===== src/rtl/me_result_writer.sv =====
`default_nettype none
// ============================================================================
// Module   : me_result_writer
// Brief    : Captures motion-estimation results on data_valid rising edges,
//            buffers them in a small FIFO and writes packed result words to
//            memory with a valid/ready handshake and a per-frame done pulse.
//            Optional macro ME_RESULT_MV_SIGNED_EN packs the column and row
//            fields as signed offsets from the search-window centre.
// Revision : 1.0 - initial release
// ============================================================================
module me_result_writer #(
    parameter int          SAD_BIT_WIDTH    = 14,
    parameter int          FIFO_DEPTH       = 4,
    parameter int          BLOCKS_PER_FRAME = 16,
    parameter logic [31:0] BASE_ADDR        = 32'h0000_0000,
    parameter int          MV_OFFSET        = 8
) (
    input  logic                     clk,
    input  logic                     rst,
    input  logic [SAD_BIT_WIDTH-1:0] MSAD,
    input  logic [4:0]               MSAD_column,
    input  logic [4:0]               MSAD_row,
    input  logic                     data_valid,
    output logic [31:0]              wr_addr,
    output logic [31:0]              wr_data,
    output logic                     wr_valid,
    input  logic                     wr_ready,
    output logic                     frame_done,
    output logic                     overflow
);

    localparam int         c_AW      = $clog2(FIFO_DEPTH);
    localparam int         c_PW      = c_AW + 1;
    localparam logic [7:0] c_IDX_MAX = 8'(BLOCKS_PER_FRAME - 1);

    localparam logic [1:0] S_IDLE = 2'd0;
    localparam logic [1:0] S_SEND = 2'd1;
    localparam logic [1:0] S_DONE = 2'd2;

    logic [4:0]      w_col;
    logic [4:0]      w_row;
    logic            w_edge;
    logic            r_dv_prev;
    logic            r_armed;
    logic            r_cap_valid;
    logic [31:0]     r_cap_word;
    logic [7:0]      r_blk_idx;

    logic [31:0]     r_mem [FIFO_DEPTH];
    logic [c_PW-1:0] r_wptr;
    logic [c_PW-1:0] r_rptr;
    logic [c_PW-1:0] w_count;
    logic            w_empty;
    logic            w_full;
    logic            w_has_next;
    logic            w_push;
    logic            w_pop;
    logic [c_AW-1:0] w_ridx;
    logic [c_AW-1:0] w_ridx_next;
    logic [31:0]     w_head;
    logic [31:0]     w_next;

    logic [1:0]      r_state;
    logic [7:0]      r_wr_cnt;

`ifdef ME_RESULT_MV_SIGNED_EN
    localparam logic [4:0] c_MV_OFF = 5'(MV_OFFSET);
    assign w_col = MSAD_column - c_MV_OFF;
    assign w_row = MSAD_row - c_MV_OFF;
`else
    assign w_col = MSAD_column;
    assign w_row = MSAD_row;
`endif

    // r_armed blocks a level that was already high at reset release until it drops once
    assign w_edge = data_valid & ~r_dv_prev & r_armed;

    always_ff @(posedge clk or negedge rst) begin
        if (!rst) begin
            r_dv_prev   <= 1'b0;
            r_armed     <= 1'b0;
            r_cap_valid <= 1'b0;
            r_cap_word  <= 32'd0;
            r_blk_idx   <= 8'd0;
        end else begin
            r_dv_prev   <= data_valid;
            r_cap_valid <= w_edge;
            if (!data_valid) begin
                r_armed <= 1'b1;
            end
            if (w_edge) begin
                r_cap_word <= {MSAD[13:0], w_col, w_row, r_blk_idx};
                r_blk_idx  <= (r_blk_idx == c_IDX_MAX) ? 8'd0 : r_blk_idx + 8'd1;
            end
        end
    end

    // Head stays in the FIFO until accepted, so the word on the bus occupies a slot
    assign w_count     = r_wptr - r_rptr;
    assign w_empty     = (w_count == '0);
    assign w_full      = (w_count == c_PW'(FIFO_DEPTH));
    assign w_has_next  = (w_count > c_PW'(1));
    assign w_pop       = (r_state == S_SEND) & wr_ready;
    assign w_push      = r_cap_valid & (~w_full | w_pop);
    assign w_ridx      = r_rptr[c_AW-1:0];
    assign w_ridx_next = w_ridx + c_AW'(1);
    assign w_head      = r_mem[w_ridx];
    assign w_next      = r_mem[w_ridx_next];

    always_ff @(posedge clk) begin
        if (w_push) begin
            r_mem[r_wptr[c_AW-1:0]] <= r_cap_word;
        end
    end

    always_ff @(posedge clk or negedge rst) begin
        if (!rst) begin
            r_wptr   <= '0;
            r_rptr   <= '0;
            overflow <= 1'b0;
        end else begin
            if (w_push) begin
                r_wptr <= r_wptr + c_PW'(1);
            end
            if (w_pop) begin
                r_rptr <= r_rptr + c_PW'(1);
            end
            if (r_cap_valid && !w_push) begin
                overflow <= 1'b1;
            end
        end
    end

    always_ff @(posedge clk or negedge rst) begin
        if (!rst) begin
            r_state    <= S_IDLE;
            r_wr_cnt   <= 8'd0;
            wr_addr    <= BASE_ADDR;
            wr_data    <= 32'd0;
            wr_valid   <= 1'b0;
            frame_done <= 1'b0;
        end else begin
            case (r_state)
                S_IDLE: begin
                    frame_done <= 1'b0;
                    if (!w_empty) begin
                        wr_data  <= w_head;
                        wr_valid <= 1'b1;
                        r_state  <= S_SEND;
                    end
                end
                S_SEND: begin
                    if (wr_ready) begin
                        wr_addr <= wr_addr + 32'd4;
                        if (r_wr_cnt == c_IDX_MAX) begin
                            wr_valid   <= 1'b0;
                            frame_done <= 1'b1;
                            r_state    <= S_DONE;
                        end else begin
                            r_wr_cnt <= r_wr_cnt + 8'd1;
                            if (w_has_next) begin
                                wr_data <= w_next;
                            end else begin
                                wr_valid <= 1'b0;
                                r_state  <= S_IDLE;
                            end
                        end
                    end
                end
                S_DONE: begin
                    frame_done <= 1'b0;
                    wr_addr    <= BASE_ADDR;
                    r_wr_cnt   <= 8'd0;
                    r_state    <= S_IDLE;
                end
                default: begin
                    wr_valid   <= 1'b0;
                    frame_done <= 1'b0;
                    r_state    <= S_IDLE;
                end
            endcase
        end
    end

endmodule
`default_nettype wire


===== config.mk =====
export PLATFORM = sky130hd
export DESIGN_NAME = me_result_writer
export DESIGN_NICKNAME = d
export VERILOG_FILES = /design/src/rtl/me_result_writer.sv
export SDC_FILE = /design/constraint.sdc
export NUM_CORES = 1
export LEC_CHECK = 0
export CAP_MARGIN = 5
export CORE_MARGIN = 1
export CORE_UTILIZATION = 58
export CTS_CLUSTER_SIZE = 20
export DETAILED_ROUTE_END_ITERATION = 7
export GPL_TIMING_DRIVEN = 0
export PLACE_DENSITY = 0.8
export SLEW_MARGIN = 20
export SYNTH_ARGS = -nofsm -noshare
export SYNTH_HDL_FRONTEND = slang
export SYNTH_SLANG_ARGS = --single-unit

===== constraint.sdc =====
create_clock -name clk -period 3.08 [get_ports clk]
set_input_delay 0.924 -clock clk [delete_from_list [all_inputs] [get_ports clk]]
set_output_delay 0.924 -clock clk [all_outputs]
set_load 0.01 [all_outputs]

# [After elaboration in Yosys (flattened, before gate mapping)]
# Memories as Yosys holds them, arrays and structs flattened.
# Cells that the tools add are included.
[word_totals] regBits=126 n_memories=1 input_bits=28 ram_bits=128
[memory_table] name="r_mem" words=4 word_bits=32 read_ports=2 rd_clocked_by_memory_dff=0 wr=1 line_no="49" text="logic [31:0] r_mem [FIFO_DEPTH];"
[classes] bitwise=8 order_cmp=1 addsub=7 eq_ne=11 n_reduce_logical=12 muxes=26
[ops] cell="$mux 32" n=5
[ops] cell="$pmux 32 s2" n=2
[ops] cell="$add 32x3->32 const B" n=1
[ops] cell="$mux 8" n=3
[ops] cell="$add 8x1->8 const B" n=2
[ops] cell="$eq 8x4->1 const B" n=2
[ops] cell="$pmux 8 s2" n=1
[ops] cell="$mux 1" n=9
[ops] cell="$mux 2" n=4
[ops] cell="$ne 2x2->1 const B" n=4
[ops] cell="$add 3x1->3 const B" n=2
[ops] cell="$reduce_and 3->1" n=2
[ops] cell="$reduce_and 5->1" n=1
[ops] cell="$and 1x1->1" n=4
[ops] cell="$pmux 2 s2" n=1
[ops] cell="$reduce_and 2->1" n=2
[ops] cell="$reduce_and 4->1" n=1
[ops] cell="$reduce_bool 2->1" n=2
[ops] cell="$eq 3x3->1 const B" n=1
[ops] cell="$gt 3x1->1 const B" n=1
[ops] cell="$logic_not 3->1" n=1
[ops] cell="$ne 3x2->1 const B" n=1
[ops] cell="$not 1->1" n=3
[ops] cell="$pmux 1 s3" n=1
[ops] cell="9 further kinds" n=9

# [Logic depth before layout (Yosys ltp)]
[depth] word_depth=7 mapped_depth=8 mapped_depth_nobuf=7

# [Least setup slack after synthesis]
# No wires, ideal clock.
[synth_timing] path_type="reg-to-reg" startpoint="reg r_wptr[0]" endpoint="mem r_mem[3][0] (enable)" arrival_time_ns=2.320 path_stages_with_launch=7 t_required_ns=2.686 setup_time_ns=0.394 path_slack_ns=0.366 path_buffers=0 path_cell_list="dfrtp_1 > inv_1 > ha_1 > fa_1 > xnor3_2 > o31a_2 > and2_1"
[synth_via] elab_chain_len=7
[synth_lines] item="start: declaration" line_no="50" text="logic [c_PW-1:0] r_wptr;"
[synth_lines] item="start signal: assignment" line_no="123" text="r_wptr <= r_wptr + c_PW'(1);"
[synth_lines] item="$sub 3x3->3" line_no="99" text="assign w_count = r_wptr - r_rptr;"
[synth_lines] item="$eq 3x3->1" line_no="101" text="assign w_full = (w_count == c_PW'(FIFO_DEPTH));"
[synth_lines] item="$not 1->1" line_no="104" text="assign w_push = r_cap_valid & (~w_full | w_pop);"
[synth_lines] item="$or 1x1->1" line_no="104"
[synth_lines] item="$and 1x1->1" line_no="104"
[synth_lines] item="$mux 1" line_no="111" text="if (w_push) begin"
[synth_lines] item="$mux 1 (implied by the code)" line_no="112" text="r_mem[r_wptr[c_AW-1:0]] <= r_cap_word;"
[synth_lines] item="end: declaration" line_no="49"
# Several ways; a longest one is shown, not always the timed one.

# [Worst setup path in the final report]
[layout_timing] startpoint="reg r_rptr[0]" endpoint="reg wr_data[8]"
[layout_via] elab_chain_len=6 elab_cells_between_ends=13 cone_classes="add/sub: 2; order compare: 1; eq/ne: 2; mux: 5; reduce/logical: 2; memory: 1"
[layout_lines] item="start: declaration" line_no="51" text="logic [c_PW-1:0] r_rptr;"
[layout_lines] item="start signal: assignment" line_no="126" text="r_rptr <= r_rptr + c_PW'(1);"
[layout_lines] item="$add 2x1->2" line_no="106" text="assign w_ridx_next = w_ridx + c_AW'(1);"
[layout_lines] item="via w_ridx_next[1]" line_no="59" text="logic [c_AW-1:0] w_ridx_next;"
[layout_lines] item="$mem_v2 4x32"
[layout_lines] item="$mux 32" line_no="161" text="if (w_has_next) begin"
[layout_lines] item="$mux 32" line_no="155" text="if (r_wr_cnt == c_IDX_MAX) begin"
[layout_lines] item="$mux 32" line_no="153" text="if (wr_ready) begin"
[layout_lines] item="$pmux 32 s2" line_no="143" text="case (r_state)"
[layout_lines] item="end signal: assignment" line_no="147" text="wr_data <= w_head;"
[layout_lines] item="end signal: assignment" line_no="162" text="wr_data <= w_next;"
[layout_lines] item="end: declaration" line_no="25" text="output logic [31:0] wr_data,"
# The timed path passes the listed nets, and every way through them passes these cells. The select of a mux whose other input is x is not followed.
# A chain may end at the register's enable or synchronous reset.

==> results summary <==
STA classifies the critical path endpoint as a register. The final cell area excluding filler cells is 0.01354 sq mm. The post-CTS resize count came out at 0.

The final period utilization is 0.8733. The synthesized netlist occupies a cell area of 0.01134 sq mm. The cell type with the highest aggregate area in the netlist is sky130_fd_sc_hd__edfxtp_1. The number of distinct library cells after synthesis came out at 51. VDD sags by at most 0.5640 mV. The final-report setup violation count is 0. The clock passes through at most 3 buffers. The number of storage elements in the synthesis netlist is 252. The count of endpoints failing hold in the final timing report is 0. Entering global routing, the biggest net connects 64 pins. The number of hold buffers added after CTS came out at 0. The share of the Yosys chip area taken by registers is 0.6123. After detailed routing, the number of remaining DRC violations is 0. The die extent in x is 141.9 microns. The data required time of the critical path came out at 3.48 ns. Counting flops with an async set or reset pin after synthesis yields a share of 0.4921. The total detailed-routing wirelength is 23420 microns.

The mean area per synthesized cell is 15.13 sq um. Clock latency on the worst-skew pair, taken at its later pin, is 0.52 ns. The number of antenna diodes in the final layout is 0. In this run the number of H-tree levels came out at 1. 95 I/O pins were placed. The die is 141.9 microns tall. Of the post-synthesis cell area, the dominant cell type holds 0.3388. The post-CTS setup repair buffer count came out at 0. Relative to the synthesized area, the layout overhead comes to 19.36%. The final worst-path setup slack is 0.3902 ns. Measured against its own limit, the worst slew margin works out to 0.5116. STA classifies the critical path startpoint as a register. Port buffering added 92 buffers. The total power density per cell area came out at 1001 mW/mm^2.

The final total power came out at 13.55 mW. Subtracting the final worst setup slack from the clock period gives 2.690 ns. Setup repair after global routing left no endpoint under its margin. Based on the critical path, the design can be clocked at up to 0.3718 GHz. The kind of critical path is reg -> reg.

The final-stage net count came out at 914. The number of standard cells in the layout, taps in and fillers out is 1156. The number of antenna violations at the first check in global routing is 0. Clock-pin slew was measured on the worst setup and hold paths at 0.06 ns. The global-route usage over all layers is 0.2456.

After detailed routing, the average wire length per cell comes to 20.26 microns. The area of the die is 0.02012 sq mm. The number of slew-limit violations in the final report is 0. The primary flip-flop cell chosen by synthesis mapping is sky130_fd_sc_hd__edfxtp_1. The count of standard-cell rows came out at 50. For this block, the via count after detailed routing is 6918. The via count of the first global-routing pass was 7330. The sum of negative setup slack is 0 ns.

In this run the worst hold path is classified as in -> async. The tool flagged a number of max-cap violations equal to 0. The mean number of vias per cell is 5.984. In this run the worst path has a maximum fanout of 10. At the pin with the least slew margin, the transition time is 0.7326 ns. The area of the core is 0.01896 sq mm. The length of the first detailed-routing pass in iterations came out at 5. STA puts the critical path data arrival time at 3.09 ns.

The setup clock skew after layout came out at 0.01177 ns. The analysis attributes to cell leakage a power of 5.271 nW. The ratio of cells with drive above 1 in the final layout is 0.2310. For this run, the number of Yosys warnings is 0.

The initial core utilization came out at 0.5985. The number of enable flip-flop cells after synthesis is 128. Ranked by total cell area, the synthesized netlist is headed by sky130_fd_sc_hd__edfxtp_1, sky130_fd_sc_hd__dfrtp_1, sky130_fd_sc_hd__mux4_2, sky130_fd_sc_hd__nand2_1, sky130_fd_sc_hd__mux2_4. The count of antenna-violating nets left after detailed routing came out at 0. The cell count after synthesis is 750. The buffer cell driving the clock tree root is sky130_fd_sc_hd__clkbuf_16. The TritonCTS buffer count came out at 26. After legalization and detailed placement, the total HPWL measured 15790 microns. Timing analysis after detailed placement gives a worst setup slack of 0.01541 ns.

The run finished with clean final reports. The total placed cells including tap cells came out at 1108. The TritonCTS sink count came out at 252. At the end of routability-driven placement, the weighted congestion stood at 0.7930. The global-route wire length before repair is 37960 microns. The DRC marker count from the first detailed-route iteration came out at 506. The placed instances occupy a cell area of 0.01272 sq mm. The clock tree from TritonCTS is yes.

The total congestion overflow is 0.
[path summary, 6_finish.rpt]
kind | start | end | slack (ns) | cells past startpoint
min in group clk | r_armed | r_armed | 0.46 | 1
setup / recovery | r_rptr[0] | wr_data[8] | 0.39 | 6
max in group asynchronous | rst | wr_data[16] | 1.97 | 2
hold / removal | rst | wr_data[0] | 0.39 | 1
setup reg to reg | r_rptr[0] | wr_data[8] | 0.39 | 6
hold reg to reg | r_armed | r_armed | 0.46 | 1
[kinds of logic after synthesis]
group           count (synthesis)  synth area share
compound gates                 63           0.03618
flops                         252            0.6123
xor+xnor                       24           0.01985
fa+ha+maj                      10           0.01169
simple gates                  221           0.09275
other cells                     1         0.0003306
mux                           129            0.2014
buf+inv                        50           0.02548
[routing by layer]
| layer | part of all wire | track usage | wire [microns] |
|---|---|---|---|
| met3 | 0.050 | 0.03004 | 1170 |
| met4 | 0.019 | 0.06791 | 448 |
| met5 | 0 | 0 | 0 |
| met2 | 0.54 | 0.4467 | 12620 |
| met1 | 0.39 | 0.3115 | 9177 |
[final cells by class]
type | instances | area, sq um
plain buffers | 41 | 255.2
clock buffers | 36 | 739.5
clock inverters | 12 | 85.08
fillers | 1209 | 5415
inverters | 9 | 33.78
multi-input cells | 449 | 4118
flip-flops and latches | 252 | 6947
well taps | 260 | 325.3
repair buffers | 97 | 1037
[sequential cells by signal, summed over array words and instances, names as in the netlist, 2 cells and up]
| signal | count |
|---|---|
| r_blk_idx | 8 |
| wr_addr | 30 |
| r_wr_cnt | 8 |
| wr_data | 32 |
| r_cap_word | 32 |
| r_wptr | 3 |
| r_mem | 128 |
| r_rptr | 3 |
| r_state | 2 |
[synthesized netlist by cell type, types with 2 or more instances]
| cell type | instances |
|---|---|
| sky130_fd_sc_hd__a21o_1 | 2 |
| sky130_fd_sc_hd__xor2_1 | 11 |
| sky130_fd_sc_hd__nor2_1 | 19 |
| sky130_fd_sc_hd__xnor2_1 | 12 |
| sky130_fd_sc_hd__inv_1 | 9 |
| sky130_fd_sc_hd__nand4_1 | 12 |
| sky130_fd_sc_hd__or3_1 | 15 |
| sky130_fd_sc_hd__edfxtp_1 | 128 |
| sky130_fd_sc_hd__nand2_1 | 123 |
| sky130_fd_sc_hd__and4_1 | 6 |
| sky130_fd_sc_hd__and3_1 | 5 |
| sky130_fd_sc_hd__o31ai_1 | 8 |
| sky130_fd_sc_hd__buf_6 | 2 |
| sky130_fd_sc_hd__clkbuf_1 | 17 |
| sky130_fd_sc_hd__mux2_4 | 30 |
| sky130_fd_sc_hd__ha_1 | 9 |
| sky130_fd_sc_hd__or4_1 | 9 |
| sky130_fd_sc_hd__o2111ai_1 | 2 |
| sky130_fd_sc_hd__mux2_2 | 34 |
| sky130_fd_sc_hd__nor3_1 | 3 |
| sky130_fd_sc_hd__nand2b_1 | 4 |
| sky130_fd_sc_hd__a21oi_1 | 25 |
| sky130_fd_sc_hd__nand3b_1 | 3 |
| sky130_fd_sc_hd__o21ai_0 | 17 |
| sky130_fd_sc_hd__buf_4 | 7 |
| sky130_fd_sc_hd__nand3_1 | 11 |
| sky130_fd_sc_hd__mux4_2 | 64 |
| sky130_fd_sc_hd__dfrtp_1 | 124 |
| sky130_fd_sc_hd__buf_1 | 3 |
| sky130_fd_sc_hd__buf_2 | 9 |
| sky130_fd_sc_hd__buf_12 | 3 |
| sky130_fd_sc_hd__and2_1 | 5 |
[report_power, final]
group	internal, mW	switching (mW)	total, mW
clock network	1.76	1.24	3.00
registers	4.35	0.540	4.89
logic	3.29	2.38	5.67
[critical path: stages (launching register included)]
cell,delay (ns)
sky130_fd_sc_hd__dfrtp_1,0.43
sky130_fd_sc_hd__ha_1,0.31
sky130_fd_sc_hd__clkbuf_1,0.30
sky130_fd_sc_hd__clkbuf_1,0.55
sky130_fd_sc_hd__mux4_2,0.41
sky130_fd_sc_hd__mux2_2,0.29
sky130_fd_sc_hd__mux2_4,0.27
[through the flow]
step	utilization	hold slack (ns)
floorplan	-	0.4351
finish	0.7143	0.3862
global route	0.7143	0.4360
CTS	0.7143	0.4173
global placement	0.6644	0.4500
detailed placement	0.6708	0.4559
[cell usage in the layout (no fill, tap or decap), types with 3 or more instances in the layout]
cell type                         count
sky130_fd_sc_hd__a21oi_1             25
sky130_fd_sc_hd__and2_2               4
sky130_fd_sc_hd__and3_1               5
sky130_fd_sc_hd__and4_1               6
sky130_fd_sc_hd__buf_1                3
sky130_fd_sc_hd__buf_12               6
sky130_fd_sc_hd__buf_2                9
sky130_fd_sc_hd__buf_4                7
sky130_fd_sc_hd__buf_6                3
sky130_fd_sc_hd__clkbuf_1            23
sky130_fd_sc_hd__clkbuf_16           27
sky130_fd_sc_hd__clkbuf_8             3
sky130_fd_sc_hd__clkdlybuf4s50_1     91
sky130_fd_sc_hd__clkinv_2             8
sky130_fd_sc_hd__dfrtp_1            124
sky130_fd_sc_hd__edfxtp_1           128
sky130_fd_sc_hd__ha_1                 9
sky130_fd_sc_hd__inv_1                9
sky130_fd_sc_hd__mux2_2              34
sky130_fd_sc_hd__mux2_4              30
sky130_fd_sc_hd__mux4_2              64
sky130_fd_sc_hd__nand2_1            123
sky130_fd_sc_hd__nand2b_1             4
sky130_fd_sc_hd__nand3_1             11
sky130_fd_sc_hd__nand3b_1             3
sky130_fd_sc_hd__nand4_1             12
sky130_fd_sc_hd__nor2_1              19
sky130_fd_sc_hd__nor3_1               3
sky130_fd_sc_hd__o21ai_0             17
sky130_fd_sc_hd__o31ai_1              8
sky130_fd_sc_hd__or3_1               15
sky130_fd_sc_hd__or4_1                9
sky130_fd_sc_hd__xnor2_1             12
sky130_fd_sc_hd__xor2_1              11
Note: power is estimated with default switching activity, not from simulation.
